$ cat src/rtl/ttl_lab_pkg.sv
// rtl/ttl_lab_pkg.sv - shared FSM states and widths for the TTL clock conditioner
package ttl_lab_pkg;

    localparam int EDGE_W = 8;

    typedef enum logic [2:0] {
        ST_IDLE     = 3'd0,
        ST_PULSE    = 3'd1,
        ST_WAIT_REL = 3'd2,
        ST_RUN_LO   = 3'd3,
        ST_RUN_HI   = 3'd4
    } state_e;

    // States in which the conditioned clock is driven high
    function automatic logic is_high_state(input state_e s);
        return (s == ST_PULSE) || (s == ST_RUN_HI);
    endfunction

endpackage

$ cat src/rtl/ttl_clock_conditioner_if.sv
// rtl/ttl_clock_conditioner_if.sv - button/run inputs and clock/status outputs
interface ttl_clock_conditioner_if;

    logic                            btn_raw;
    logic                            run;
    logic                            step_clk;
    logic                            btn_db;
    logic [ttl_lab_pkg::EDGE_W-1:0]  edge_cnt;
    logic                            busy;

    modport master (
        output btn_raw, run,
        input  step_clk, btn_db, edge_cnt, busy
    );

    modport slave (
        input  btn_raw, run,
        output step_clk, btn_db, edge_cnt, busy
    );

endinterface

$ cat src/rtl/ttl_debounce.sv
// rtl/ttl_debounce.sv - two-flop synchronizer and counting debouncer
module ttl_debounce #(
    parameter int DB_CYCLES = 16
) (
    input  logic clk,
    input  logic clr_n,
    input  logic in_raw,
    output logic level,
    output logic commit_rise
);

    localparam int CW = $clog2(DB_CYCLES + 1);
    localparam logic [CW-1:0] CNT_LAST = CW'(DB_CYCLES - 1);

    logic          sync1_q;
    logic          sync2_q;
    logic          level_q, level_d;
    logic [CW-1:0] cnt_q, cnt_d;
    logic          commit;

    // Count consecutive disagreeing cycles; commit the new level on the DB_CYCLES-th one
    always_comb begin
        commit  = 1'b0;
        cnt_d   = '0;
        level_d = level_q;
        if (sync2_q != level_q) begin
            if (cnt_q == CNT_LAST) begin
                commit  = 1'b1;
                level_d = sync2_q;
            end else begin
                cnt_d = cnt_q + 1'b1;
            end
        end
    end

    // Synchronizer, debounce counter and accepted level
    always_ff @(posedge clk) begin
        if (!clr_n) begin
            sync1_q <= 1'b0;
            sync2_q <= 1'b0;
            level_q <= 1'b0;
            cnt_q   <= '0;
        end else begin
            sync1_q <= in_raw;
            sync2_q <= sync1_q;
            level_q <= level_d;
            cnt_q   <= cnt_d;
        end
    end

    assign level       = level_q;
    assign commit_rise = commit & sync2_q;

endmodule

$ cat src/rtl/ttl_clock_conditioner.sv
// rtl/ttl_clock_conditioner.sv - single-step / free-run clock source for TTL lab boards
module ttl_clock_conditioner
    import ttl_lab_pkg::*;
#(
    parameter int DB_CYCLES    = 16,
    parameter int PULSE_CYCLES = 4,
    parameter int RUN_DIV      = 8
) (
    input logic                    clk,
    input logic                    clr_n,
    ttl_clock_conditioner_if.slave bus
);

    localparam int TMAX = (PULSE_CYCLES > RUN_DIV) ? PULSE_CYCLES : RUN_DIV;
    localparam int TW   = $clog2(TMAX + 1);
    localparam logic [TW-1:0] PULSE_LAST = TW'(PULSE_CYCLES - 1);
    localparam logic [TW-1:0] RUN_LAST   = TW'(RUN_DIV - 1);

    state_e              state_q, state_d;
    logic [TW-1:0]       tmr_q, tmr_d;
    logic                step_clk_q, step_clk_d;
    logic [EDGE_W-1:0]   edge_cnt_q, edge_cnt_d;
    logic                btn_db;
    logic                commit_rise;

    ttl_debounce #(
        .DB_CYCLES (DB_CYCLES)
    ) u_debounce (
        .clk         (clk),
        .clr_n       (clr_n),
        .in_raw      (bus.btn_raw),
        .level       (btn_db),
        .commit_rise (commit_rise)
    );

    // Next state and phase timer; the timer restarts at zero on every state change
    always_comb begin
        state_d = state_q;
        tmr_d   = tmr_q + 1'b1;
        case (state_q)
            ST_IDLE: begin
                tmr_d = '0;
                if (bus.run) begin
                    state_d = ST_RUN_LO;
                end else if (commit_rise) begin
                    state_d = ST_PULSE;
                end
            end
            ST_PULSE: begin
                if (tmr_q == PULSE_LAST) begin
                    tmr_d   = '0;
                    state_d = bus.run ? ST_RUN_LO : ST_WAIT_REL;
                end
            end
            ST_WAIT_REL: begin
                tmr_d = '0;
                if (!btn_db) begin
                    state_d = ST_IDLE;
                end
            end
            ST_RUN_LO: begin
                if (!bus.run) begin
                    tmr_d   = '0;
                    state_d = ST_IDLE;
                end else if (tmr_q == RUN_LAST) begin
                    tmr_d   = '0;
                    state_d = ST_RUN_HI;
                end
            end
            ST_RUN_HI: begin
                // The high phase always runs to completion so no short clock pulse escapes
                if (tmr_q == RUN_LAST) begin
                    tmr_d   = '0;
                    state_d = bus.run ? ST_RUN_LO : ST_IDLE;
                end
            end
            default: begin
                tmr_d   = '0;
                state_d = ST_IDLE;
            end
        endcase
    end

    // Clock output is a registered copy of the state's level; count its rising edges
    always_comb begin
        step_clk_d = is_high_state(state_q);
        edge_cnt_d = edge_cnt_q;
        if (step_clk_d && !step_clk_q) begin
            edge_cnt_d = edge_cnt_q + 1'b1;
        end
    end

    // State, timer, clock and edge counter registers
    always_ff @(posedge clk) begin
        if (!clr_n) begin
            state_q    <= ST_IDLE;
            tmr_q      <= '0;
            step_clk_q <= 1'b0;
            edge_cnt_q <= '0;
        end else begin
            state_q    <= state_d;
            tmr_q      <= tmr_d;
            step_clk_q <= step_clk_d;
            edge_cnt_q <= edge_cnt_d;
        end
    end

    assign bus.step_clk = step_clk_q;
    assign bus.btn_db   = btn_db;
    assign bus.edge_cnt = edge_cnt_q;
    assign bus.busy     = (state_q != ST_IDLE);

endmodule

$ cat src/flat_wrapper.sv
// flat-port wrapper written by rule: the top's interface ports become plain ports
module ttl_clock_conditioner_flat import ttl_lab_pkg::*;
#(
    parameter int DB_CYCLES    = 16,
    parameter int PULSE_CYCLES = 4,
    parameter int RUN_DIV      = 8
)
  (clk, clr_n, bus_btn_raw, bus_run, bus_step_clk, bus_btn_db, bus_edge_cnt, bus_busy);
  ttl_clock_conditioner_if bus_i ();
  input logic clk;
  input logic clr_n;
  input wire logic [$bits(bus_i.btn_raw)-1:0] bus_btn_raw;
  input wire logic [$bits(bus_i.run)-1:0] bus_run;
  output wire logic [$bits(bus_i.step_clk)-1:0] bus_step_clk;
  output wire logic [$bits(bus_i.btn_db)-1:0] bus_btn_db;
  output wire logic [$bits(bus_i.edge_cnt)-1:0] bus_edge_cnt;
  output wire logic [$bits(bus_i.busy)-1:0] bus_busy;
  assign bus_i.btn_raw = bus_btn_raw;
  assign bus_i.run = bus_run;
  assign bus_step_clk = bus_i.step_clk;
  assign bus_btn_db = bus_i.btn_db;
  assign bus_edge_cnt = bus_i.edge_cnt;
  assign bus_busy = bus_i.busy;
  ttl_clock_conditioner #(.DB_CYCLES(DB_CYCLES), .PULSE_CYCLES(PULSE_CYCLES), .RUN_DIV(RUN_DIV)) u_core (.clk(clk), .clr_n(clr_n), .bus(bus_i));
endmodule
$ cat config.mk
export PLATFORM = sky130hd
export DESIGN_NAME = ttl_clock_conditioner_flat
export DESIGN_NICKNAME = d
export VERILOG_FILES = /design/src/rtl/ttl_lab_pkg.sv /design/src/rtl/ttl_clock_conditioner_if.sv /design/src/rtl/ttl_debounce.sv /design/src/rtl/ttl_clock_conditioner.sv /design/src/flat_wrapper.sv
export SDC_FILE = /design/constraint.sdc
export NUM_CORES = 1
export LEC_CHECK = 0
export CORE_UTILIZATION = 40
export CTS_BUF_LIST = sky130_fd_sc_hd__clkbuf_8
export CTS_CLUSTER_SIZE = 40
export DETAILED_ROUTE_END_ITERATION = 8
export GPL_ROUTABILITY_DRIVEN = 1
export SKIP_CTS_REPAIR_TIMING = 1
export SLEW_MARGIN = 0
export SYNTH_ARGS = -nofsm -noshare
export SYNTH_HDL_FRONTEND = slang
export SYNTH_SLANG_ARGS = --single-unit
export TNS_END_PERCENT = 100
$ cat constraint.sdc
create_clock -name clk -period 3 [get_ports clk]
set_input_delay 0.3 -clock clk [delete_from_list [all_inputs] [get_ports clk]]
set_output_delay 0.3 -clock clk [all_outputs]
set_load 0.05 [all_outputs]
# Word-level counts from Yosys, hierarchy flattened
# Index checks and enable logic that the tools add are counted.
dict set report totals {
  regBits 24
  input_bits 4
}
dict set report classes {
  n_eq_ne 13
  n_addsub 3
  muxes 16
  n_bitwise 3
  reduce_logical 8
}
# operator count
set ops {}
lappend ops {{3-bit two-way mux} 7}
lappend ops {{3-bit one-hot mux with 5 select lines} 1}
lappend ops {{4-bit two-way mux} 3}
lappend ops {{4-bit one-hot mux with 3 select lines} 1}
lappend ops {{8-bit by 1-bit adder with 8-bit output (second input constant)} 1}
lappend ops {{3-bit by 2-bit equality test with 1-bit output (second input constant)} 2}
lappend ops {{3-bit by 2-bit inequality test with 1-bit output (second input constant)} 2}
lappend ops {{5-bit by 1-bit adder with 5-bit output (second input constant)} 1}
lappend ops {{5-bit by 4-bit equality test with 1-bit output (second input constant)} 1}
lappend ops {{5-bit AND reduction} 1}
lappend ops {{4-bit by 1-bit adder with 4-bit output (second input constant)} 1}
lappend ops {{4-bit by 2-bit equality test with 1-bit output (second input constant)} 1}
lappend ops {{4-bit by 3-bit equality test with 1-bit output (second input constant)} 1}
lappend ops {{2-bit by 1-bit inequality test with 1-bit output (second input constant)} 2}
lappend ops {{3-bit by 1-bit equality test with 1-bit output (second input constant)} 1}
lappend ops {{3-bit equality test (second input constant)} 1}
lappend ops {{3-bit logical NOT} 1}
lappend ops {{1-bit two-way mux} 3}
lappend ops {{3-bit nonzero test} 1}
lappend ops {{3-bit OR reduction} 1}
lappend ops {{2-bit two-way mux} 1}
lappend ops {{2-bit inequality test (second input constant)} 1}
lappend ops {{1-bit inverter} 2}
lappend ops {{2-bit AND reduction} 1}
lappend ops {{5 further kinds} 5}

# Depth between registers and ports, before layout
# Gate-level depths: netlist (run 1).
dict set report logic_depth {
  depth_word 7
  ltp_mapped 7
  depth_no_buf 7
}

# Cells and area by module
# A second synthesis (run 1) with hierarchy kept.
dict set report hier_totals {
  hier_cells 124
  area_unflattened_um2 1134.8
}
# module seq_area_each_um2 n_inst area_each_um2 cells_each
set modules_own_cells {}
lappend modules_own_cells {ttl_clock_conditioner 320.3 1 840.8 95}
lappend modules_own_cells {ttl_debounce 160.2 1 294.0 29}

# Worst setup path before layout (run 1)
# OpenSTA, ideal clock, no wires.
dict set report synth_path {
  path_type {register to register}
  start {register u_core.u_debounce.cnt_q[0]}
  end {register u_core.state_q[0]}
  path_stages_with_launch 8
  n_path_buf 0
  path_slack_ns 1.437
  arrival_ns 1.446
  setup_ns 0.117
  synth_period_minus_slack_ns 1.563
  t_required_ns 2.883
  path_cell_list {dfxtp_1 ha_1 and3_1 ha_1 a21oi_1 o221a_2 a21oi_2 a32o_1}
}
dict set report synth_between {
  elab_chain_len 6
}
# item line_no
set synth_rtl {}
lappend synth_rtl {{from (decl)} ttl_debounce.sv:18} ;# logic [CW-1:0] cnt_q, cnt_d;
lappend synth_rtl {{from (signal assigned)} ttl_debounce.sv:47} ;# cnt_q <= cnt_d;
lappend synth_rtl {{5-bit by 4-bit equality test with 1-bit output} ttl_debounce.sv:27} ;# if (cnt_q == CNT_LAST) begin
lappend synth_rtl {{1-bit two-way mux} ttl_debounce.sv:27}
lappend synth_rtl {{1-bit two-way mux} ttl_debounce.sv:26} ;# if (sync2_q != level_q) begin
lappend synth_rtl {{1-bit AND} ttl_debounce.sv:52} ;# assign commit_rise = commit & sync2_q;
lappend synth_rtl {{3-bit by 2-bit inequality test with 1-bit output (no source line)} -}
lappend synth_rtl {{5-bit AND reduction (no source line)} -}
lappend synth_rtl {{to (signal assigned)} ttl_clock_conditioner.sv:101} ;# state_q <= state_d;
lappend synth_rtl {{to (decl)} ttl_clock_conditioner.sv:19} ;# state_e state_q, state_d;
# Every way passes these cells.
# A chain may end at the register's enable or synchronous reset.

# Final worst setup path (run 1)
dict set report layout_path {
  start {register u_core.state_q[1]}
  end {output bus_busy}
}
dict set report layout_between {
  elab_chain_len 1
}
# item line_no
set layout_rtl {}
lappend layout_rtl {{3-bit nonzero test} ttl_clock_conditioner.sv:111} ;# assign bus.busy = (state_q != ST_IDLE);
lappend layout_rtl {{to (decl)} flat_wrapper.sv:17} ;# output wire logic [$bits(bus_i.busy)-1:0] bus_busy;
# Every way passes these cells.

==> results of run 1 <==
cell families after synthesis:
kind of cell,Yosys count
AND/OR/NAND/NOR,53
adder cells (fa/ha/maj),4
XOR/XNOR,8
buffers and inverters,11
multiplexers,9
flip-flops,24
AO/OA/AOI/OAI,12
metrics by stage:
step / util / cells / setup slack (ns)
4_1_cts: 0.496 / 165 / 0.747
2_1_floorplan: - / 121 / 1.44
5_1_grt: 0.496 / 165 / 0.648
6_report: 0.496 / 165 / 0.747
3_3_place_gp: 0.476 / 161 / 1.08
3_5_place_dp: 0.476 / 161 / 1.05
worst reg2reg max path, cell delays in order, from the launching register on:
cell	delay, ns
dfxtp_1	0.36
ha_1	0.19
and3_1	0.16
ha_1	0.19
a21oi_1	0.08
o221a_2	0.28
a21oi_2	0.21
mux2i_1	0.23
final cells by class:
class	instances	area [sq um]	share of cell area
repair buffers	15	148	0.108
well taps	31	38.8	0.0284
inverters	5	18.8	0.0137
flip-flops and latches	24	480	0.351
clock buffers	4	55.1	0.0403
multi-input cells	86	627	0.458
report_power, final:
part	total, mW	internal (mW)	switching, mW
registers	0.412	0.346	0.0658
logic	0.296	0.128	0.168
clock network	0.213	0.117	0.0962
total	0.921	0.591	0.330
worst paths after layout:
| path | startpoint | end | slack, ns |
|---|---|---|---|
| worst max register to register | u_core.u_debounce.cnt_q[0] | u_core.state_q[1] | 1.24 |
| worst min register to register | u_core.u_debounce.sync1_q | u_core.u_debounce.sync2_q | 0.44 |
| worst max-delay path | u_core.state_q[1] | bus_busy | 0.75 |
| worst min-delay path | u_core.u_debounce.sync1_q | u_core.u_debounce.sync2_q | 0.44 |
registers in the layout (all words and copies together), names as in the netlist:
| name | flops |
|---|---|
| u_core.state_q | 3 |
| u_core.u_debounce.level | 1 |
| u_core.bus.edge_cnt | 8 |
| u_core.u_debounce.cnt_q | 5 |
| u_core.bus.step_clk | 1 |
| u_core.tmr_q | 4 |
| u_core.u_debounce.sync1_q | 1 |
| u_core.u_debounce.sync2_q | 1 |
routing by layer:
layer | vias up | global-route usage
met4 | 0 | 0.0801
li1 | 442 | -
met1 | 405 | 0.204
met2 | 15 | 0.228
met5 | - | 0
met3 | 2 | 0.0349
cells in the final DEF (no fill, tap or decap), drive strengths merged, types with 2 or more instances in the layout:
cell,Yosys,final
nand3,4,4
and2,2,2
clkdlybuf4s50,0,14
and4,2,2
xnor2,7,7
mux2i,9,9
a21oi,4,4
dfxtp,24,24
nand2b,6,6
clkbuf,2,4
inv,5,5
nand2,11,11
nor2,13,13
ha,4,4
nor3,2,2
and3,2,2
or3,3,3
==> flow_summary.ini, run 1 <==
[critical_path]
cp_cell_sequence = or3_1, clkdlybuf4s50_1
crit_type = reg2out
crit_family = buffers and inverters
cp_num_cells = 2
crit_arrival_ns = 1.95
required_ns = 2.70
reg2regPathDepth = 7
cp-end-kind = output port
slowest_stage = clkdlybuf4s50_1
worstPathMaxFanout = 17
cp.buffers_inverters = 1
critPathLaunchType = flip-flop
cpPeakStageDelay_ns = 0.79

[yosys]
synth_top_family_by_area = simple AND/OR/NAND/NOR gates
synth.largest_area_cell = dfxtp_1
netlist_top_cells_count = dfxtp_1, nor2_1, nand2_1
post_synth.cell_area_avg_sq_um = 9.67
synth_top_cells_by_area = dfxtp_1, mux2i_1, xnor2_1
synth_top_area_share = 0.411
synth_area_sq_mm = 0.00117
synth-seq-area-share = 0.411
yosysWarnings = 0
synthArstFlopShare = 0
synth_edf_count = 0
ys_ff_latch = 24
synth_fa_ha_area_frac = 0.0428
synth_cells = 121
synth_most_common_cell = dfxtp_1
ys.flop_type = dfxtp_1
synth_cell_type_count = 40
synth_xor_area_frac = 0.0663
muxShareOfSynthArea = 0.0770
synth-simple-area-share = 0.265
syn_nets = 129
synth_compound_area_frac = 0.0845

[sta]
fmax_mhz = 444
holdWs_ns = 0.438
maxSlewHeadroom = 0.600
post-route-period-util = 0.751
finalCriticalPeriod_ns = 2.25
tightest_slew_ns = 0.599
slew_violations = 0
hold_viol_final = 0
setup_viol = 0
setup_tns_ns = 0
fin_skew_ns = 0.00879
grt_setup_unrepaired = false

[layout]
post-route-cell-area_sq_mm = 0.00137
nets = 143
fillers = 255
area_growth_pct = 16.9
n_antenna_cell = 0
drive_gt1_frac = 0.104

[place]
portBuffers = 14
hpwl_mm = 1.46
place_area_sq_mm = 0.00131
place.gp.congestion = 0.789

[detailed_routing]
routed_wl_mm = 2.05
vias = 864
dr_wl_met2_microns = 941
routed_via_density = 5.24
drt_iter0_drc = 9
drc = 0
maxUsedRoutingLayer = met4
wirelength_met1_mm = 1.02
dr_wl_met3_microns = 71
drt_pass1_iterations = 4
ant_nets = 0
wl_per_cell_microns = 12.4

[global_routing]
antenna_found_initial = 0
grt_max_degree = 18
grt_pass1_vias = 858
grt_use_total = 0.153
gr-total-overflow = 0
grt_pass1_wl_mm = 3.75

[floorplan]
die_h_microns = 56.1
rows = 19
ioPinCount = 15
coreArea_sq_mm = 0.00276
die_w_microns = 56.1
dieArea_sq_mm = 0.00314
start_util = 0.424

[min_path]
hold_path_class = reg2reg
min_delay_path_depth = 1

[power]
total_power_mw = 0.921
cellLeakagePower_nw = 0.520
vdd_ir_drop_max_mv = 0.411
powerDensity_mw_per_mm2 = 673

[clock_network]
h-tree-depth = 1
cts.sinks = 24
cts_buffers = 3
cts.path.max_buffers = 2
clkTransAtPathRegs_ns = 0.08
cts_tree = yes
clk_latency_ns = 0.26
cts_root_buffer = clkbuf_8

[run_status]
status = completed

[flow_run]
cap_violations = 0
(Power assumes the default switching activity.)
==> run 2, diff against run 1 <==
Clock period 3 ns to 2.4 ns, I/O delays scaled along.
==> run 2 against run 1 <==
- highest routed layer unchanged
- routed wire length down 0.97%
- non-clock buffer count up 1
- die area unchanged
- critical path depth unchanged
- sequential power up 16%
- clock power up 29%
- count of clock-buffer cells in the layout unchanged
- worst hold slack better by 0.0042 ns
- design area up 0.55%
- setup slack worse by 0.36 ns
==> flow_summary.ini, run 2 (same netlist as run 1, synthesis figures left out) <==
[run_status]
status = completed

[clock_network]
h-tree-depth = 1
cts_tree = yes
cts_root_buffer = clkbuf_8
cts_buffers = 3
clkTransAtPathRegs_ns = 0.08
cts.path.max_buffers = 2
cts.sinks = 24
clk_latency_ns = 0.26

[sta]
grt_setup_unrepaired = false
maxSlewHeadroom = 0.677
finalCriticalPeriod_ns = 2.02
fmax_mhz = 496
slew_violations = 0
setup_slack_ns = 0.382
setup_viol = 0
holdWs_ns = 0.442
fin_skew_ns = 0.00267
setup_tns_ns = 0
tightest_slew_ns = 0.472
post-route-period-util = 0.841
hold_viol_final = 0

[place]
hpwl_mm = 1.46
dp_slack_ns = 0.680
placed_cells = 162
portBuffers = 14
place_area_sq_mm = 0.00132
place.gp.congestion = 0.795

[critical_path]
cp-end-kind = output port
reg2reg_from = u_core.u_debounce.cnt_q[0]
worstPathMaxFanout = 9
crit_arrival_ns = 1.78
r2r-end = u_core.state_q[1]
reg2regPathDepth = 7
required_ns = 2.16
crit_type = reg2out
critPathLaunchType = flip-flop
reg2reg_slack_ns = 0.67

[global_routing]
grt_use_total = 0.148
grt_most_used_layer = met2
grt_max_degree = 18
grt_pass1_vias = 866
grt_pass1_wl_mm = 3.61
global_route.usage.met1 = 0.191
grt_util_met3 = 0.0302
antenna_found_initial = 0
grt_use_met2 = 0.230
gr-total-overflow = 0

[min_path]
hold_end = u_core.u_debounce.sync2_q
hold_start = u_core.u_debounce.sync1_q
hold_path_class = reg2reg
min_delay_path_depth = 1

[layout]
largest_register_ffs = 8
final_cell_mix = dfxtp_1, clkdlybuf4s50_1, nor2_1
post-route-cell-area_sq_mm = 0.00138
nets = 144
post-route-util = 0.499
area_growth_pct = 17.5
drive_gt1_frac = 0.111
final_cells = 166
fillers = 267
n_antenna_cell = 0
final_common_cell = dfxtp_1

[floorplan]
die_h_microns = 56.1
start_util = 0.424
rows = 19
ioPinCount = 15
die_w_microns = 56.1
dieArea_sq_mm = 0.00314
coreArea_sq_mm = 0.00276

[flow_run]
cap_violations = 0

[power]
total_power_mw = 1.17
powerDensity_mw_per_mm2 = 850
vdd_ir_drop_max_mv = 0.619
cellLeakagePower_nw = 0.525

[detailed_routing]
drt_pass1_iterations = 4
ant_nets = 0
routed_wl_mm = 2.03
wl_per_cell_microns = 12.2
drt_iter0_drc = 18
routed_via_density = 5.14
vias = 853
drc = 0
-- run 2: changes by cell type in the layout (fill, tap and decap cells not counted) --
cell,change
buf_4,+1
-- run 2: power breakdown --
group          total (mW)  internal [mW]  switching [mW]
Combinational       0.416          0.170           0.246
Clock               0.275          0.146           0.128
Sequential          0.478          0.433          0.0456
Total                1.17          0.749           0.420
-- run 2: layer usage --
| layer | vias to the layer above | wire length, microns |
|---|---|---|
| li1 | 446 | - |
| met1 | 386 | 1020 |
| met2 | 16 | 898 |
| met3 | 5 | 66 |
| met4 | 0 | 43 |
| met5 | - | 0 |
-- run 2: worst max-delay path by stage --
stage	start	endpoint	slack, ns	cells after the start
finish	u_core.state_q[0]	bus_busy	0.38	2
global route	u_core.state_q[0]	bus_busy	0.31	2
CTS	u_core.state_q[0]	bus_busy	0.38	2
detailed placement	u_core.state_q[0]	bus_busy	0.68	2
global placement	u_core.state_q[0]	bus_busy	0.70	2
floorplan	u_core.u_debounce.cnt_q[0]	u_core.state_q[0]	0.84	7
-- run 2: cell type report --
cell class | instances | area (sq um) | area share
clock buffer | 4 | 55.1 | 0.0400
inverter | 5 | 18.8 | 0.0136
multi-input combinational | 86 | 627 | 0.456
sequential | 24 | 480 | 0.349
tap | 31 | 38.8 | 0.0282
timing repair buffer | 16 | 155 | 0.113
-- run 2: worst max-delay path: stages, from the launching register on --
cell             delay (ns)
dfxtp_1                0.56
or3_1                  0.17
clkdlybuf4s50_1        0.79
==> run 3, diff against run 2 <==
Clock period 2.4 ns to 2.05 ns, I/O delays scaled along.
==> run 3 against run 2 <==
- sequential power is 26% higher
- clock skew down 0.0013 ns
- non-clock buffer count fell by 1
- critical path depth decreased by 1
- setup slack lost 0.075 ns
- global-route usage shrank 1.4 points
- count of clock-buffer cells in the layout is the same
- utilization down 0.36 points
- total power is 14% higher
- design area is 0.73% lower
- via count rose by 0.59%
- cell count down 0.60%
==> flow_summary.ini, run 3 (same netlist as run 1, synthesis figures left out) <==
[global_routing]
grt_pass1_vias = 806
antenna_found_initial = 0
grt_pass1_wl_mm = 3.41
grt_use_total = 0.134
gr-total-overflow = 0
grt_max_degree = 18

[power]
powerDensity_mw_per_mm2 = 977
cellLeakagePower_nw = 0.521
vdd_ir_drop_max_mv = 0.677

[critical_path]
cp-end-kind = output port
slowest_stage = clkdlybuf4s50_1
crit_arrival_ns = 1.54
crit_start = u_core.bus.step_clk
reg2reg_from = u_core.u_debounce.cnt_q[0]
cp.buffers_inverters = 1
critPathLaunchType = flip-flop
crit_family = buffers and inverters
crit_type = reg2out
cpPeakStageDelay_ns = 0.84
cp_cell_sequence = clkdlybuf4s50_1
required_ns = 1.85
worstPathMaxFanout = 4

[sta]
maxSlewHeadroom = 0.598
setup_tns_ns = 0
fmax_mhz = 574
tightest_slew_ns = 0.602
setup_slack_ns = 0.307
grt_setup_unrepaired = false
slew_violations = 0
post-route-period-util = 0.850
setup_viol = 0
holdWs_ns = 0.447
hold_viol_final = 0
fin_skew_ns = 0.00135
finalCriticalPeriod_ns = 1.74

[floorplan]
rows = 19
ioPinCount = 15
start_util = 0.424
die_h_microns = 56.1
die_w_microns = 56.1
dieArea_sq_mm = 0.00314
coreArea_sq_mm = 0.00276

[clock_network]
cts.sinks = 24
clkTransAtPathRegs_ns = 0.08
cts_tree = yes
cts_root_buffer = clkbuf_8
clk_latency_ns = 0.26
h-tree-depth = 1
cts.path.max_buffers = 2
cts_buffers = 3

[layout]
largest_register_ffs = 8
fillers = 258
final_common_cell = dfxtp_1
post-route-cell-area_sq_mm = 0.00137
final_cell_mix = dfxtp_1, nor2_1, clkdlybuf4s50_1
area_growth_pct = 16.7
nets = 143
n_antenna_cell = 0
drive_gt1_frac = 0.112

[min_path]
hold_start = u_core.u_debounce.sync1_q
hold_path_class = reg2reg

[detailed_routing]
routed_via_density = 5.20
ant_nets = 0
routed_wl_mm = 1.93
wl_per_cell_microns = 11.7
vias = 858
drc = 0
drt_iter0_drc = 16
drt_pass1_iterations = 4

[place]
dp_slack_ns = 0.349
hpwl_mm = 1.42
place.gp.congestion = 0.724
portBuffers = 14
place_area_sq_mm = 0.00131

[run_status]
status = completed

[flow_run]
cap_violations = 0
==> run 3: routing by layer <==
| layer | GRT usage | part of all wire |
|---|---|---|
| met2 | 0.214 | 0.45 |
| met3 | 0.0302 | 0.040 |
| met4 | 0.0592 | 0.013 |
| met1 | 0.173 | 0.50 |
| met5 | 0 | 0 |
==> run 3: worst paths after layout <==
kind | end | depth (start not counted) | slack, ns
worst max register to register | u_core.state_q[2] | 7 | 0.33
worst min register to register | u_core.u_debounce.sync2_q | 1 | 0.45
worst max-delay path | bus_step_clk | 1 | 0.31
worst min-delay path | u_core.u_debounce.sync2_q | 1 | 0.45
==> run 3: stage by stage <==
step	total power [mW]	cells	util
after floorplan	0.972	121	-
after global placement	1.03	161	0.475
after detailed placement	1.03	161	0.475
after CTS	1.34	165	0.495
after global routing	1.40	165	0.495
final	1.33	165	0.495
==> run 3: report_power, final <==
| group | internal (mW) | switching (mW) |
|---|---|---|
| logic | 0.182 | 0.236 |
| clock network | 0.171 | 0.141 |
| registers | 0.506 | 0.0960 |
| total | 0.859 | 0.474 |
==> run 3: final cells by class <==
class | count | area (sq um) | area share
Clock buffer | 4 | 55.1 | 0.0403
Tap cell | 31 | 38.8 | 0.0284
Timing Repair Buffer | 15 | 145 | 0.106
Multi-Input combinational cell | 86 | 627 | 0.459
Inverter | 5 | 18.8 | 0.0137
Sequential cell | 24 | 480 | 0.352
